### src/rtl/board_pkg.sv
// Shared board geometry, scan timing and cursor enums for the drawcon pixel path.
// Latency: n/a (types, constants and a combinational helper only).
// Backpressure: n/a.
package board_pkg;

  localparam int H_ACTIVE     = 1280;
  localparam int V_ACTIVE     = 800;
  localparam int ORIGIN_X     = 80;
  localparam int ORIGIN_Y     = 0;
  localparam int CELL_W       = 140;
  localparam int CELL_H       = 100;
  localparam int COLS         = 8;
  localparam int ROWS         = 8;
  localparam int REPEAT_DELAY = 20;
  localparam int REPEAT_RATE  = 6;

  typedef enum logic [2:0] {
    DIR_NONE,
    DIR_UP,
    DIR_DOWN,
    DIR_LEFT,
    DIR_RIGHT
  } dir_e;

  typedef enum logic [1:0] {
    IDLE,
    DELAY,
    REPEAT
  } cursor_state_e;

  // Fixed-priority decode of {up, down, left, right}; opposite pairs resolve to the higher one.
  function automatic dir_e decode_dir(input logic [3:0] btn);
    if (btn[3]) return DIR_UP;
    else if (btn[2]) return DIR_DOWN;
    else if (btn[1]) return DIR_LEFT;
    else if (btn[0]) return DIR_RIGHT;
    else return DIR_NONE;
  endfunction

endpackage

### src/rtl/btn_sync.sv
// Two-flop synchroniser for raw asynchronous push-buttons.
// Latency: 2 clk cycles.
// Backpressure: none; free-running.
module btn_sync #(
  parameter int WIDTH = 4
) (
  input  logic             clk,
  input  logic             rst_n,
  input  logic [WIDTH-1:0] i_async,
  output logic [WIDTH-1:0] o_sync
);

  logic [WIDTH-1:0] r_meta;
  logic [WIDTH-1:0] r_sync;

  // Metastability chain: first stage may go metastable, second stage is clean.
  always_ff @(posedge clk) begin
    if (!rst_n) begin
      r_meta <= '0;
      r_sync <= '0;
    end else begin
      r_meta <= i_async;
      r_sync <= r_meta;
    end
  end

  assign o_sync = r_sync;

endmodule

### src/rtl/board_cursor_ctrl.sv
// Push-button driven, grid-aligned board cursor; buttons sampled once per frame with auto-repeat.
// Latency: pos/col/row/moved update the cycle after frame_tick; frame_tick 1 cycle after scan hit.
// Backpressure: none; unsampled button activity between frame ticks is ignored.
module board_cursor_ctrl
  import board_pkg::*;
#(
  parameter int P_V_ACTIVE     = V_ACTIVE,
  parameter int P_ORIGIN_X     = ORIGIN_X,
  parameter int P_ORIGIN_Y     = ORIGIN_Y,
  parameter int P_CELL_W       = CELL_W,
  parameter int P_CELL_H       = CELL_H,
  parameter int P_COLS         = COLS,
  parameter int P_ROWS         = ROWS,
  parameter int P_REPEAT_DELAY = REPEAT_DELAY,
  parameter int P_REPEAT_RATE  = REPEAT_RATE
) (
  input  logic                        clk,
  input  logic                        rst_n,
  input  logic                        btn_up,
  input  logic                        btn_down,
  input  logic                        btn_left,
  input  logic                        btn_right,
  input  logic [10:0]                 curr_x,
  input  logic [9:0]                  curr_y,
  output logic [10:0]                 pos_x,
  output logic [9:0]                  pos_y,
  output logic [$clog2(P_COLS)-1:0]   col,
  output logic [$clog2(P_ROWS)-1:0]   row,
  output logic                        frame_tick,
  output logic                        moved
);

  localparam int CW      = $clog2(P_COLS);
  localparam int RW      = $clog2(P_ROWS);
  localparam int CNT_MAX = (P_REPEAT_DELAY > P_REPEAT_RATE) ? P_REPEAT_DELAY : P_REPEAT_RATE;
  localparam int CNT_W   = $clog2(CNT_MAX + 1);

  localparam logic [CW-1:0]    COL_LAST    = CW'(P_COLS - 1);
  localparam logic [RW-1:0]    ROW_LAST    = RW'(P_ROWS - 1);
  localparam logic [10:0]      X0          = 11'(P_ORIGIN_X);
  localparam logic [9:0]       Y0          = 10'(P_ORIGIN_Y);
  localparam logic [10:0]      DX          = 11'(P_CELL_W);
  localparam logic [9:0]       DY          = 10'(P_CELL_H);
  localparam logic [9:0]       TICK_LINE   = 10'(P_V_ACTIVE);
  localparam logic [CNT_W-1:0] RELOAD_DLY  = CNT_W'(P_REPEAT_DELAY - 1);
  localparam logic [CNT_W-1:0] RELOAD_RATE = CNT_W'(P_REPEAT_RATE - 1);

  logic [3:0]    w_btn_sync;
  dir_e          w_dir;

  logic          r_frame_tick;
  cursor_state_e r_state;
  cursor_state_e w_state_nxt;
  logic [CNT_W-1:0] r_cnt;
  logic [CNT_W-1:0] w_cnt_nxt;
  dir_e          r_last_dir;
  dir_e          w_last_nxt;
  logic          w_step_req;
  logic          w_blocked;
  logic          w_do_move;

  logic [CW-1:0] r_col;
  logic [RW-1:0] r_row;
  logic [10:0]   r_pos_x;
  logic [9:0]    r_pos_y;
  logic          r_moved;

  btn_sync #(.WIDTH(4)) u_btn_sync (
    .clk     (clk),
    .rst_n   (rst_n),
    .i_async ({btn_up, btn_down, btn_left, btn_right}),
    .o_sync  (w_btn_sync)
  );

  assign w_dir = decode_dir(w_btn_sync);

  // Frame tick: one pulse per frame, the cycle after the scan reaches the first blanking line.
  always_ff @(posedge clk) begin
    if (!rst_n) r_frame_tick <= 1'b0;
    else        r_frame_tick <= (curr_x == 11'd0) && (curr_y == TICK_LINE);
  end

  // State register.
  always_ff @(posedge clk) begin
    if (!rst_n) r_state <= IDLE;
    else        r_state <= w_state_nxt;
  end

  // Next-state logic; the FSM only advances on frame ticks.
  always_comb begin
    w_state_nxt = r_state;
    if (r_frame_tick) begin
      case (r_state)
        IDLE: begin
          if (w_dir != DIR_NONE) w_state_nxt = DELAY;
        end
        DELAY: begin
          if (w_dir == DIR_NONE)            w_state_nxt = IDLE;
          else if (w_dir != r_last_dir)     w_state_nxt = DELAY;
          else if (r_cnt == '0)             w_state_nxt = REPEAT;
        end
        REPEAT: begin
          if (w_dir == DIR_NONE)            w_state_nxt = IDLE;
          else if (w_dir != r_last_dir)     w_state_nxt = DELAY;
        end
        default: w_state_nxt = IDLE;
      endcase
    end
  end

  // Output logic: step request, repeat counter and last-direction updates.
  always_comb begin
    w_step_req = 1'b0;
    w_cnt_nxt  = r_cnt;
    w_last_nxt = r_last_dir;
    if (r_frame_tick) begin
      case (r_state)
        IDLE: begin
          if (w_dir != DIR_NONE) begin
            w_step_req = 1'b1;
            w_last_nxt = w_dir;
            w_cnt_nxt  = RELOAD_DLY;
          end
        end
        DELAY, REPEAT: begin
          if (w_dir == DIR_NONE) begin
            w_last_nxt = DIR_NONE;
            w_cnt_nxt  = '0;
          end else if (w_dir != r_last_dir) begin
            w_step_req = 1'b1;
            w_last_nxt = w_dir;
            w_cnt_nxt  = RELOAD_DLY;
          end else if (r_cnt == '0) begin
            w_step_req = 1'b1;
            w_cnt_nxt  = RELOAD_RATE;
          end else begin
            w_cnt_nxt  = r_cnt - CNT_W'(1);
          end
        end
        default: begin
          w_last_nxt = DIR_NONE;
          w_cnt_nxt  = '0;
        end
      endcase
    end
  end

  // Repeat counter and last accepted direction.
  always_ff @(posedge clk) begin
    if (!rst_n) begin
      r_cnt      <= '0;
      r_last_dir <= DIR_NONE;
    end else begin
      r_cnt      <= w_cnt_nxt;
      r_last_dir <= w_last_nxt;
    end
  end

  // Edge blocking: a step that would leave the board is dropped (no wrap).
  always_comb begin
    w_blocked = 1'b1;
    case (w_dir)
      DIR_UP:    w_blocked = (r_row == '0);
      DIR_DOWN:  w_blocked = (r_row == ROW_LAST);
      DIR_LEFT:  w_blocked = (r_col == '0);
      DIR_RIGHT: w_blocked = (r_col == COL_LAST);
      default:   w_blocked = 1'b1;
    endcase
  end

  assign w_do_move = w_step_req && !w_blocked;

  // Cell and pixel position move together so pos stays ORIGIN + index*CELL without a multiplier.
  always_ff @(posedge clk) begin
    if (!rst_n) begin
      r_col   <= '0;
      r_row   <= '0;
      r_pos_x <= X0;
      r_pos_y <= Y0;
      r_moved <= 1'b0;
    end else begin
      r_moved <= w_do_move;
      if (w_do_move) begin
        case (w_dir)
          DIR_UP: begin
            r_row   <= r_row - RW'(1);
            r_pos_y <= r_pos_y - DY;
          end
          DIR_DOWN: begin
            r_row   <= r_row + RW'(1);
            r_pos_y <= r_pos_y + DY;
          end
          DIR_LEFT: begin
            r_col   <= r_col - CW'(1);
            r_pos_x <= r_pos_x - DX;
          end
          DIR_RIGHT: begin
            r_col   <= r_col + CW'(1);
            r_pos_x <= r_pos_x + DX;
          end
          default: ;
        endcase
      end
    end
  end

  assign col        = r_col;
  assign row        = r_row;
  assign pos_x      = r_pos_x;
  assign pos_y      = r_pos_y;
  assign moved      = r_moved;
  assign frame_tick = r_frame_tick;

endmodule

### config.mk
export PLATFORM = sky130hd
export DESIGN_NAME = board_cursor_ctrl
export DESIGN_NICKNAME = d
export VERILOG_FILES = /design/src/rtl/board_pkg.sv /design/src/rtl/btn_sync.sv /design/src/rtl/board_cursor_ctrl.sv
export SDC_FILE = /design/constraint.sdc
export NUM_CORES = 1
export LEC_CHECK = 0
export BUFFER_PORTS_ARGS = -buffer_cell sky130_fd_sc_hd__buf_2
export CELL_PAD_IN_SITES_DETAIL_PLACEMENT = 1
export CELL_PAD_IN_SITES_GLOBAL_PLACEMENT = 2
export CORE_MARGIN = 2
export CORE_UTILIZATION = 35
export CTS_CLUSTER_SIZE = 8
export DETAILED_ROUTE_END_ITERATION = 7
export GPL_TIMING_DRIVEN = 0
export PLACE_DENSITY_LB_ADDON = 0.2
export SYNTH_ARGS = -nofsm -noshare
export SYNTH_HDL_FRONTEND = slang
export SYNTH_SLANG_ARGS = --single-unit
### constraint.sdc
create_clock -name clk -period 4.16 [get_ports clk]
set_input_delay 0.208 -clock clk [delete_from_list [all_inputs] [get_ports clk]]
set_output_delay 0.208 -clock clk [all_outputs]
set_load 0.02 [all_outputs]
# Yosys cells after proc, flatten, opt, wreduce, memory -nomap -nowiden
# Cells that the tools add are included.
dict set report totals {
  ff_bits 47
  latch_bits 0
  ram_bits 0
  rom_bits 0
  wordCells 83
  n_memories 0
}
dict set report classes {
  n_addsub 9
  n_mul 0
  div 0
  order_cmp 0
  n_eq_ne 14
  shift 0
  mux 31
  bitwise_logic 0
  n_reduce_logical 18
}
# operator n
set op_table {}
lappend op_table {{$pmux W11 S2} 1}
lappend op_table {{$mux W3} 7}
lappend op_table {{$mux W5} 4}
lappend op_table {{$pmux W10 S2} 1}
lappend op_table {{$pmux W3 S2} 3}
lappend op_table {{$mux W2} 6}
lappend op_table {{$add A11 B8 Y11 const B} 1}
lappend op_table {{$logic_not A11 Y1} 1}
lappend op_table {{$sub A11 B8 Y11 const B} 1}
lappend op_table {{$add A10 B7 Y10 const B} 1}
lappend op_table {{$eq A10 B10 Y1 const B} 1}
lappend op_table {{$pmux W5 S2} 1}
lappend op_table {{$sub A10 B7 Y10 const B} 1}
lappend op_table {{$eq A3 B3 Y1 const B} 3}
lappend op_table {{$logic_not A3 Y1} 3}
lappend op_table {{$add A3 B1 Y3 const B} 2}
lappend op_table {{$eq A3 B2 Y1 const B} 2}
lappend op_table {{$ne A3 B3 Y1 const B} 2}
lappend op_table {{$pmux W2 S3} 1}
lappend op_table {{$reduce_and A2 Y1} 3}
lappend op_table {{$sub A3 B1 Y3 const B} 2}
lappend op_table {{$logic_not A5 Y1} 1}
lappend op_table {{$mux W1} 5}
lappend op_table {{$sub A5 B1 Y5 const B} 1}
lappend op_table {{16 further kinds} 18}

# Longest topological paths before layout
# Gate-level depths: netlist of run 1.
dict set report logic_depth {
  depth_word 11
  depth_mapped 11
  mapped_depth_nobuf 9
}

# By module
# Synthesis of run 1 repeated with hierarchy kept, for this count alone.
dict set report hier_totals {
  cells_unflattened 332
  hier_area_um2 2763.9
}
# module instances cells_per_inst area_each_um2 seq_area_each_um2
set by_module_without_submodules {}
lappend by_module_without_submodules {board_cursor_ctrl 1 316 2553.7 700.7}
lappend by_module_without_submodules {btn_sync 1 16 210.2 160.2}

# Worst setup path after synthesis of run 1
# OpenSTA, ideal clock, no wires.
dict set report synth_timing {
  kind {reg2reg}
  from {register u_btn_sync.r_sync[1], in the netlist u_btn_sync.o_sync[1]}
  to {register r_pos_x[10], in the netlist pos_x[10]}
  setup_time_ns 0.071
  arrival_time_ns 2.510
  path_slack_ns 1.580
  stages_incl_launch_ff 11
  n_path_buf 2
  period_less_slack_ns 2.580
  cell_sequence {dfxtp_1 > buf_6 > or4b_4 > buf_6 > ha_1 > a21oi_1 > o211ai_1 > o41ai_1 > xnor2_1 > or3_1 > a21oi_1}
}
dict set report synth_via {
  elab_chain_len 10
  word_cells_on_any_way 21
  classes_between {eq/ne (5); mux (10); reduce/logical (6)}
}
# element line_no
set synth_lines {}
lappend synth_lines {{start, declared} btn_sync.sv:14} ;# logic [WIDTH-1:0] r_sync;
lappend synth_lines {{start signal, assigned} btn_sync.sv:23} ;# r_sync <= r_meta;
lappend synth_lines {{$mux W3 (*)} board_pkg.sv:35} ;# else if (btn[1]) return DIR_LEFT;
lappend synth_lines {{$mux W3 (*)} board_pkg.sv:34} ;# else if (btn[2]) return DIR_DOWN;
lappend synth_lines {{$mux W3 (*)} board_pkg.sv:33} ;# if (btn[3]) return DIR_UP;
lappend synth_lines {{$ne A3 B3 Y1} board_cursor_ctrl.sv:129} ;# end else if (w_dir != r_last_dir) begin
lappend synth_lines {{$mux W1} board_cursor_ctrl.sv:129}
lappend synth_lines {{$mux W1} board_cursor_ctrl.sv:126} ;# if (w_dir == DIR_NONE) begin
lappend synth_lines {{$pmux W1 S2} board_cursor_ctrl.sv:117} ;# case (r_state)
lappend synth_lines {{$mux W1} board_cursor_ctrl.sv:116} ;# if (r_frame_tick) begin
lappend synth_lines {{$logic_and A1 B1 Y1} board_cursor_ctrl.sv:171} ;# assign w_do_move = w_step_req && !w_blocked;
lappend synth_lines {{$reduce_and A2 Y1 (no source line)} n/a}
lappend synth_lines {{end signal, assigned} board_cursor_ctrl.sv:195} ;# r_pos_x <= r_pos_x - DX;
lappend synth_lines {{end signal, assigned} board_cursor_ctrl.sv:199} ;# r_pos_x <= r_pos_x + DX;
lappend synth_lines {{end, declared} board_cursor_ctrl.sv:64} ;# logic [10:0] r_pos_x;
# Every way passes the cells marked *; elsewhere a longest branch is shown, timed or not.
# A chain may end at the register's enable or synchronous reset.

# Worst setup path in the final report of run 1
dict set report layout_timing {
  from {register u_btn_sync.r_sync[3], in the netlist u_btn_sync.o_sync[3]}
  to {register r_pos_x[6], in the netlist pos_x[6]}
}
dict set report layout_via {
  elab_chain_len 8
  word_cells_on_any_way 19
  classes_between {eq/ne (5); mux (8); reduce/logical (6)}
}
# element line_no
set layout_lines {}
lappend layout_lines {{$mux W3 (*)} board_pkg.sv:33}
lappend layout_lines {{$ne A3 B3 Y1} board_cursor_ctrl.sv:129}
lappend layout_lines {{$mux W1} board_cursor_ctrl.sv:129}
lappend layout_lines {{$mux W1} board_cursor_ctrl.sv:126}
lappend layout_lines {{$pmux W1 S2} board_cursor_ctrl.sv:117}
lappend layout_lines {{$mux W1} board_cursor_ctrl.sv:116}
lappend layout_lines {{$logic_and A1 B1 Y1} board_cursor_ctrl.sv:171}
lappend layout_lines {{$reduce_and A2 Y1 (no source line)} n/a}
# Marks and branches as above.

==> results of run 1 <==
[metal layers]
metal	wire (um)	track usage
met2	3180	0.279
met3	199	0.0250
met4	63	0.0385
met1	3200	0.225
met5	0	0
[worst register-to-register path: stages (launching register included)]
cell	delay, ns
dfxtp_1	0.41
clkbuf_1	0.35
nand2b_1	0.42
inv_1	0.21
nand4_1	0.15
nand3_1	0.24
a2111oi_4	0.84
mux2i_1	0.26
nand2_1	0.07
[through the flow]
stage / instance area (um2) / utilization
after global placement: 3020 / 0.416
after floorplan: 2640 / -
after detailed placement: 3020 / 0.416
after CTS: 3150 / 0.435
after global routing: 3150 / 0.435
final: 3150 / 0.435
[final cells by class]
class                   count  share of cell area
well taps                  99              0.0393
clock inverters             3              0.0214
repair buffers             51              0.0810
clock buffers               5              0.0218
plain buffers              14              0.0266
inverters                  13              0.0195
flip-flops and latches     43               0.273
multi-input cells         233               0.517
[kinds of logic (layout without fill, tap and decap cells)]
logic type | after synthesis | count (layout) | synth area share
and+or+nand+nor | 122 | 122 | 0.235
AOI/OAI and AO/OA | 48 | 48 | 0.133
DFF | 43 | 43 | 0.328
buffers and inverters | 27 | 86 | 0.0553
adders and majority gates | 22 | 22 | 0.116
xor gates and xnor gates | 21 | 21 | 0.0701
muxes | 16 | 16 | 0.0610
other | 1 | 4 | 0.00143
[report_power, final]
group	switching (mW)	total [mW]	leakage, nW	internal [mW]
Sequential	0.00171	0.416	0.348	0.415
Clock	0.153	0.393	0.0644	0.240
Combinational	0.0462	0.0793	0.862	0.0331
[flip-flops by register name, summed over array words and instances (netlist names)]
signal and cells:
col 3, moved 1, frame_tick 1, u_btn_sync.r_meta 4, r_cnt 5, row 3
pos_y 8, r_last_dir 3, u_btn_sync.o_sync 4, pos_x 9, r_state 2
[worst max-delay path by stage]
stage / start / endpoint / slack, ns / depth (start not counted)
after global placement: u_btn_sync.o_sync[3]$_SDFF_PN0_ / pos_x[6]$_SDFFE_PN1P_ / 1.12 / 8
after global routing: u_btn_sync.o_sync[3]$_SDFF_PN0_ / pos_x[6]$_SDFFE_PN1P_ / 0.76 / 8
after floorplan: u_btn_sync.o_sync[1]$_SDFF_PN0_ / pos_x[10]$_SDFFE_PN0P_ / 1.58 / 10
after detailed placement: u_btn_sync.o_sync[3]$_SDFF_PN0_ / pos_x[6]$_SDFFE_PN1P_ / 1.08 / 8
final: u_btn_sync.o_sync[3]$_SDFF_PN0_ / pos_x[6]$_SDFFE_PN1P_ / 1.10 / 8
after CTS: u_btn_sync.o_sync[3]$_SDFF_PN0_ / pos_x[6]$_SDFFE_PN1P_ / 1.04 / 8
[cell usage in the layout, fill, tap and decap left out, types with 7 or more instances in the layout]
cell / synthesis / final
mux2i_1: 16 / 16
inv_1: 11 / 11
nor4_1: 9 / 9
a21oi_1: 16 / 16
nand3_1: 10 / 10
nand2_1: 26 / 26
and2_1: 9 / 9
buf_2: 1 / 52
clkbuf_1: 7 / 7
dfxtp_1: 43 / 43
nor2_1: 36 / 36
ha_1: 18 / 18
xnor2_1: 19 / 19
nor3_1: 7 / 7
==> reports/results.txt, run 1 <==
CTS tree - built
Fillers - 905
CP bufs+invs - 2
std cell rows - 31
top-area cell type share of the netlist area - 0.328
period utilization - 0.736
initial antenna violation count - 0
first-pass GRT wire length - 11200 um
routed vias/inst - 4.99
setup bufs post-CTS - 0
Clock Skew - 0.00715 ns
Hold Startpoint - curr_x[8]
outcome - finished, final reports clean
clock latency on the worst-skew pair - 0.30 ns
CTS Hold Bufs - 0
slowest CP cell - a2111oi_4
post-route insts no fill - 461
pwr dens - 282 nW/um2
Fmax - 327 MHz
endpoints failing hold - 0
CP max FO - 10
Reg2Reg Setup Slack - 1.10 ns
Max Slew Vio Count - 0
Tmin final - 3.06 ns
grt ovf - 0
NumNets Final - 410
top cells by count, synth - dfxtp_1, nor2_1, nand2_1
clock root buffer - clkbuf_8
post-CTS sizing - 0
WS Path Type - flop to flop
Reg2Reg Depth - 8
final setup vio count - 0
die area - 8210 um2
CTS buffer count - 5
gr usage total - 0.166
Hold WS - 0.0643 ns
I/O pins - 56
area occupied by multi-input gates - 1630 um2
htree depth - 2
ys flop type - dfxtp_1
mapped cell area - 2630 um2
dpl cells - 453
Remaining DRCs - 0
Hold EP - frame_tick$_SDFF_PN0_
Seq/Total Area, Yosys - 0.328
Startpoint Class - flop
Post-synth ARST share - 0
Max-cap violations - 0
element type at the critical path end - flop
top cells by area, synth - dfxtp_1, ha_1, xnor2_1, mux2i_1, nor2_1
Register Area - 861 um2
Syn Area/Cell - 8.75 um2
Final ANT Viol Nets - 0
vias - 2302
Clk pin slew, worst setup/hold paths - 0.08 ns
EDFF count, synth - 0
area delta synth->final - 20.1%
setup ws final - 1.10 ns
worst slew pin tran - 1.32 ns
delay-heaviest family, CP - simple AND/OR/NAND/NOR gates
Pre-Repair DR Iteration Count - 4
core area - 7250 um2
Crit path required time - 4.33 ns
starting density of the core - 0.362
Hold Path Stages - 2
die width - 90.6 um
max_slew headroom - 0.0960
top-count cell post-synth - dfxtp_1
HPWL after detailed placement - 5160 um
Tightest Hold Check Type - input pin to flop
total wire length - 6640 um
Netlist cell types - 49
Syn. warnings - 0
Worst VDD drop - 124 uV
Pleak - 1.27 nW
# diodes - 0
Die Ht - 90.6 um
CP Cell Sequence - clkbuf_1 > nand2b_1 > inv_1 > nand4_1 > nand3_1 > a2111oi_4 > mux2i_1 > nand2_1
setup TNS - 0 ns
unrepaired setup endpoints after global routing - false
largest net degree at the start of global routing - 15
pre-CTS setup slack - 1.08 ns
largest area contributor in the netlist - dfxtp_1
clock buffer depth - 2
initial drt markers - 75
wire per inst - 14.4 um
clock sink count - 43
slowest stage delay, CP - 0.84 ns
synthesis-stage register bit count - 43
routability congestion estimate - 0.772
IO Port Bufs - 51
worst r2r dst - pos_x[6]$_SDFFE_PN1P_
layout cells sized above 1 - 0.199
vias in the first global route - 2279
Synth Instances - 300
Power, Total - 0.888 mW
Worst EP arrival - 3.23 ns
Reg2Reg Launch Point - u_btn_sync.o_sync[3]$_SDFF_PN0_
(Power assumes the default switching activity.)
==> run 2: changes to the inputs <==
--- a/config.mk
+++ b/config.mk
@@ -9,7 +9,7 @@
 export CELL_PAD_IN_SITES_DETAIL_PLACEMENT = 1
 export CELL_PAD_IN_SITES_GLOBAL_PLACEMENT = 2
 export CORE_MARGIN = 2
-export CORE_UTILIZATION = 35
+export CORE_UTILIZATION = 29
 export CTS_CLUSTER_SIZE = 8
 export DETAILED_ROUTE_END_ITERATION = 7
 export GPL_TIMING_DRIVEN = 0
==> constraint.sdc (replaced) <==
create_clock -name clk -period 2.7 [get_ports clk]
set_input_delay 0.135 -clock clk [delete_from_list [all_inputs] [get_ports clk]]
set_output_delay 0.135 -clock clk [all_outputs]
set_load 0.02 [all_outputs]
==> run 2 against run 1 <==
Effect of this change:
- critical endpoint is now pos_x[10]$_SDFFE_PN0P_
- highest routed layer unchanged
- total power up 40%
- register-to-register slack worse by 0.95 ns
- cell count up 5.6%
- first-iteration DRC count down 8.0%
- core utilization down 4.5 points
- sequential share of layout area down 2.1 points
- clock power up 16%
- routed wire length up 5.0%
- fmax up 20%
- critical path depth up 2
- non-clock buffer count up 17
- flip-flop and latch count unchanged
- largest cell class unchanged
==> reports/results.txt, run 2 (synthesis gave the netlist of run 1 again) <==
Die Ht - 99.1 um
Stages on worst setup path - 10
initial antenna violation count - 0
WS Path Type - flop to flop
M1 wire length - 3410 um
routability congestion estimate - 0.716
Clk pin slew, worst setup/hold paths - 0.10 ns
element type at the critical path end - flop
commonest non-fill, non-tap cell in the layout - buf_2
vias in the first global route - 2316
NumNets Final - 427
wire per inst - 14.3 um
worst slew pin tran - 1.26 ns
CP bufs+invs - 2
Pre-Repair DR Iteration Count - 4
unrepaired setup endpoints after global routing - false
std cell rows - 34
Max-cap violations - 0
most frequent cells in the layout - buf_2, dfxtp_1, nor2_1
Hold Path Stages - 2
vias - 2390
period utilization - 0.944
Worst EP arrival - 2.80 ns
area delta synth->final - 30.0%
gr usage total - 0.145
pwr dens - 364 nW/um2
starting density of the core - 0.300
Crit path required time - 2.95 ns
Worst VDD drop - 222 uV
post-route insts no fill - 487
I/O pins - 56
Pleak - 1.36 nW
# diodes - 0
Final ANT Viol Nets - 0
Largest register FFs - 9
slowest stage delay, CP - 0.52 ns
total wire length - 6980 um
Clock Skew - 0.0115 ns
CTS tree - built
layout cells sized above 1 - 0.272
CP max FO - 10
slowest CP cell - or4b_4
clock buffer depth - 2
clock latency on the worst-skew pair - 0.31 ns
max_slew headroom - 0.135
endpoints failing hold - 0
IO Port Bufs - 51
routed length on met3 - 186 um
initial drt markers - 69
Startpoint Class - flop
Reg2Reg Depth - 10
core area - 8760 um2
routed vias/inst - 4.91
setup TNS - 0 ns
Finished Cell Area - 3410 um2
die width - 99.1 um
clock sink count - 43
die area - 9830 um2
htree depth - 2
Max Slew Vio Count - 0
CP Cell Sequence - buf_6 > or4b_4 > buf_12 > ha_4 > nand3_1 > o211ai_1 > o41ai_2 > xnor2_1 > or3_1 > a21oi_1
grt ovf - 0
HPWL after detailed placement - 5260 um
top routing layer in use - met4
clock root buffer - clkbuf_8
Remaining DRCs - 0
Tightest Hold Check Type - input pin to flop
Reg2Reg Setup Slack - 0.15 ns
largest net degree at the start of global routing - 17
first-pass GRT wire length - 11600 um
CTS buffer count - 5
delay-heaviest family, CP - simple AND/OR/NAND/NOR gates
Placement Cell Area - 3030 um2
Fmax - 392 MHz
final setup vio count - 0
dpl cells - 462
WL met2 - 3310 um
Tmin final - 2.55 ns
outcome - finished, final reports clean
Fillers - 1054
-- run 2: stage by stage --
stage	total power, mW	hold WS, ns	util	setup WS (ns)
2_1_floorplan	0.738	0.211	-	0.120
3_5_place_dp	0.779	0.302	0.345	-0.379
6_report	1.24	0.0216	0.389	0.151
4_1_cts	1.25	0.0160	0.369	0.00730
5_1_grt	1.31	0.0145	0.389	0.0164
3_3_place_gp	0.777	0.300	0.345	-0.330
-- run 2: where the power goes --
part / total [mW] / switching (mW) / internal [mW]
sequential: 0.642 / 0.00247 / 0.639
combinational: 0.145 / 0.0767 / 0.0688
clock: 0.456 / 0.263 / 0.193
total: 1.24 / 0.342 / 0.901
-- run 2: path summary, 6_finish.rpt --
kind,end,startpoint
setup / recovery,pos_x[10]$_SDFFE_PN0P_,u_btn_sync.o_sync[1]$_SDFF_PN0_
hold / removal,u_btn_sync.r_meta[0]$_SDFF_PN0_,btn_right
setup reg to reg,pos_x[10]$_SDFFE_PN0P_,u_btn_sync.o_sync[1]$_SDFF_PN0_
hold reg to reg,u_btn_sync.o_sync[0]$_SDFF_PN0_,u_btn_sync.r_meta[0]$_SDFF_PN0_
-- run 2: repair_timing --
item,in CTS,in global routing
gates cloned,0,1
gates resized for setup,10,16
pin swaps,4,8
hold buffers,2,0
buffers inserted,3,11
endpoints found under the hold margin,1,0
setup endpoints to repair,21,12
-- run 2: metal layers --
metal,up-vias,track usage
li1,1216,-
met1,1140,0.203
met2,29,0.230
met3,5,0.0246
met4,0,0.0443
met5,-,0
-- run 2: cell type report --
class | instances | area (um2) | share of cell area
multi-input cells | 233 | 1740 | 0.509
plain buffers | 14 | 100 | 0.0293
repair buffers | 68 | 418 | 0.122
clock buffers | 5 | 68.8 | 0.0202
clock inverters | 3 | 26.3 | 0.00770
flip-flops and latches | 43 | 862 | 0.253
well taps | 108 | 135 | 0.0396
inverters | 13 | 65.1 | 0.0191
==> run 3: changes to the inputs <==
--- a/config.mk
+++ b/config.mk
@@ -5,11 +5,13 @@
 export SDC_FILE = /design/constraint.sdc
 export NUM_CORES = 1
 export LEC_CHECK = 0
+export ABC_AREA = 1
 export BUFFER_PORTS_ARGS = -buffer_cell sky130_fd_sc_hd__buf_2
+export CAP_MARGIN = 0
 export CELL_PAD_IN_SITES_DETAIL_PLACEMENT = 1
 export CELL_PAD_IN_SITES_GLOBAL_PLACEMENT = 2
 export CORE_MARGIN = 2
-export CORE_UTILIZATION = 29
+export CORE_UTILIZATION = 28
 export CTS_CLUSTER_SIZE = 8
 export DETAILED_ROUTE_END_ITERATION = 7
 export GPL_TIMING_DRIVEN = 0
==> run 3 against run 2 <==
Effect of this change:
- register-to-register slack improved by 0.30 ns
- synthesized area increased by 6.5%
- combinational power about the same
- count of clock-buffer cells in the layout increased by 2
- clock skew increased by 0.0017 ns
- critical path depth unchanged
- cell count increased by 20%
- worst hold slack got worse by 0.0022 ns
- critical path type unchanged
- largest cell class unchanged
==> reports/results.txt, run 3 <==
routability congestion estimate - 0.790
Tmin final - 2.25 ns
Worst VDD drop - 173 uV
I/O pins - 56
Synth Instances - 389
clock buffer depth - 2
Placement Cell Area - 3230 um2
mapped cell area - 2800 um2
period utilization - 0.833
top-count cell post-synth - nand2_1
total wire length - 7250 um
vias - 2659
area occupied by multi-input gates - 1690 um2
htree depth - 2
largest area contributor in the netlist - dfxtp_1
Fillers - 1273
area delta synth->final - 20.1%
first-pass GRT wire length - 12800 um
std cell rows - 36
outcome - finished, final reports clean
clock root buffer - clkbuf_8
max_slew headroom - 0.584
CTS buffer count - 5
gr usage total - 0.142
Worst EP arrival - 2.48 ns
die width - 104 um
Clk pin slew, worst setup/hold paths - 0.09 ns
setup TNS - 0 ns
vias in the first global route - 2699
Clock Skew - 0.0132 ns
Die Ht - 104 um
top cells by area, synth - dfxtp_1, nand2_1, ha_1, a21oi_1, inv_1
Max Slew Vio Count - 0
unrepaired setup endpoints after global routing - false
most frequent cells in the layout - nand2_1, buf_2, inv_1, dfxtp_1, a21oi_1
synthesis-stage register bit count - 43
CTS tree - built
Post-synth ARST share - 0
initial drt markers - 93
endpoints failing hold - 0
worst slew pin tran - 0.624 ns
final setup vio count - 0
Crit path required time - 2.93 ns
ys flop type - dfxtp_1
Syn Area/Cell - 7.19 um2
Fmax - 445 MHz
pwr dens - 376 nW/um2
Pleak - 1.57 nW
Seq/Total Area, Yosys - 0.308
commonest non-fill, non-tap cell in the layout - nand2_1
die area - 10800 um2
Register Area - 861 um2
NumNets Final - 501
Netlist cell types - 38
Final ANT Viol Nets - 0
initial antenna violation count - 0
clock latency on the worst-skew pair - 0.31 ns
wire per inst - 12.4 um
IO Port Bufs - 51
setup bufs post-CTS - 0
WS Path Type - flop to flop
Startpoint Class - flop
# diodes - 0
layout cells sized above 1 - 0.214
HPWL after detailed placement - 5670 um
routed vias/inst - 4.54
largest net degree at the start of global routing - 14
Tightest Hold Check Type - input pin to flop
EDFF count, synth - 0
Pre-Repair DR Iteration Count - 5
Largest register FFs - 9
starting density of the core - 0.287
CP max FO - 10
Max-cap violations - 0
top-area cell type share of the netlist area - 0.308
clock sink count - 43
core area - 9730 um2
Finished Cell Area - 3360 um2
Syn. warnings - 0
grt ovf - 0
element type at the critical path end - flop
Remaining DRCs - 0
top cells by count, synth - nand2_1, dfxtp_1, inv_1
-- run 3: changes by cell type after synthesis, sizes merged, moves of 5 or more --
cell	change
nor4	-5
nand2b	-5
inv	+39
nand4	+15
mux2i	-16
nand3	+11
a21oi	+25
and2	-8
xnor2	-14
xor2	+6
nand2	+82
-- run 3: critical path, stage by stage (launching register included) --
cell and delay (ns):
dfxtp_1 0.44, inv_2 0.06, nand2_1 0.12, nand3_2 0.25
ha_1 0.46, a21oi_1 0.22, nor2_1 0.06, nor3_1 0.23
xnor2_1 0.15, nand2_1 0.07, a21oi_1 0.12
-- run 3: layer usage --
layer / track usage / wire [um] / share of wire / up-vias
met4: 0.0203 / 28 / 0.0039 / 0
met2: 0.236 / 3240 / 0.45 / 57
met5: 0 / 0 / 0 / -
met3: 0.0263 / 312 / 0.043 / 2
met1: 0.196 / 3670 / 0.51 / 1208
li1: - / - / - / 1392
-- run 3: worst paths after layout --
| path | start | end | slack [ns] | cells past startpoint |
|---|---|---|---|---|
| hold reg to reg | u_btn_sync.r_meta[2]$_SDFF_PN0_ | u_btn_sync.o_sync[2]$_SDFF_PN0_ | 0.42 | 2 |
| setup reg to reg | u_btn_sync.o_sync[2]$_SDFF_PN0_ | pos_y[7]$_SDFFE_PN0P_ | 0.45 | 10 |
| hold / removal | btn_left | u_btn_sync.r_meta[1]$_SDFF_PN0_ | 0.02 | 3 |
| setup / recovery | u_btn_sync.o_sync[2]$_SDFF_PN0_ | pos_y[7]$_SDFFE_PN0P_ | 0.45 | 10 |
-- run 3: kinds of logic after synthesis --
kind of cell / after synthesis / synth area share
XOR/XNOR: 14 / 0.0492
AO/OA/AOI/OAI: 56 / 0.119
adder cells (fa/ha/maj): 22 / 0.109
buffers and inverters: 60 / 0.0926
other: 1 / 0.00134
AND/OR/NAND/NOR: 193 / 0.321
flip-flops: 43 / 0.308
-- run 3: cell type report --
| type | instances | area share |
|---|---|---|
| tap | 133 | 0.0496 |
| buffer | 10 | 0.0212 |
| clock inverter | 1 | 0.00224 |
| clock buffer | 7 | 0.0287 |
| sequential | 43 | 0.256 |
| inverter | 50 | 0.0559 |
| timing repair buffer | 53 | 0.0820 |
| multi-input combinational | 289 | 0.504 |
-- run 3: per-stage QoR --
| step | hold slack [ns] | utilization | cells | total power, mW | setup slack, ns |
|---|---|---|---|---|---|
| 2_1_floorplan | 0.211 | - | 392 | 0.756 | 0.683 |
| 3_3_place_gp | 0.300 | 0.332 | 576 | 0.799 | 0.237 |
| 3_5_place_dp | 0.308 | 0.332 | 576 | 0.800 | 0.211 |
| 4_1_cts | 0.00308 | 0.345 | 586 | 1.29 | 0.196 |
| 5_1_grt | 0.0166 | 0.345 | 586 | 1.33 | 0.194 |
| 6_report | 0.0194 | 0.345 | 586 | 1.26 | 0.451 |
-- run 3: report_power, final --
part           switching, mW  internal [mW]
Combinational         0.0892         0.0533
Sequential           0.00374          0.639
Clock                  0.243          0.233
-- run 3: repair_timing --
| action | 4_1_cts | 5_1_grt |
|---|---|---|
| endpoints found under the hold margin | 1 | 0 |
| endpoints found under the setup margin | 0 | 2 |
| gates resized for setup | 0 | 1 |
| hold buffers | 2 | 0 |
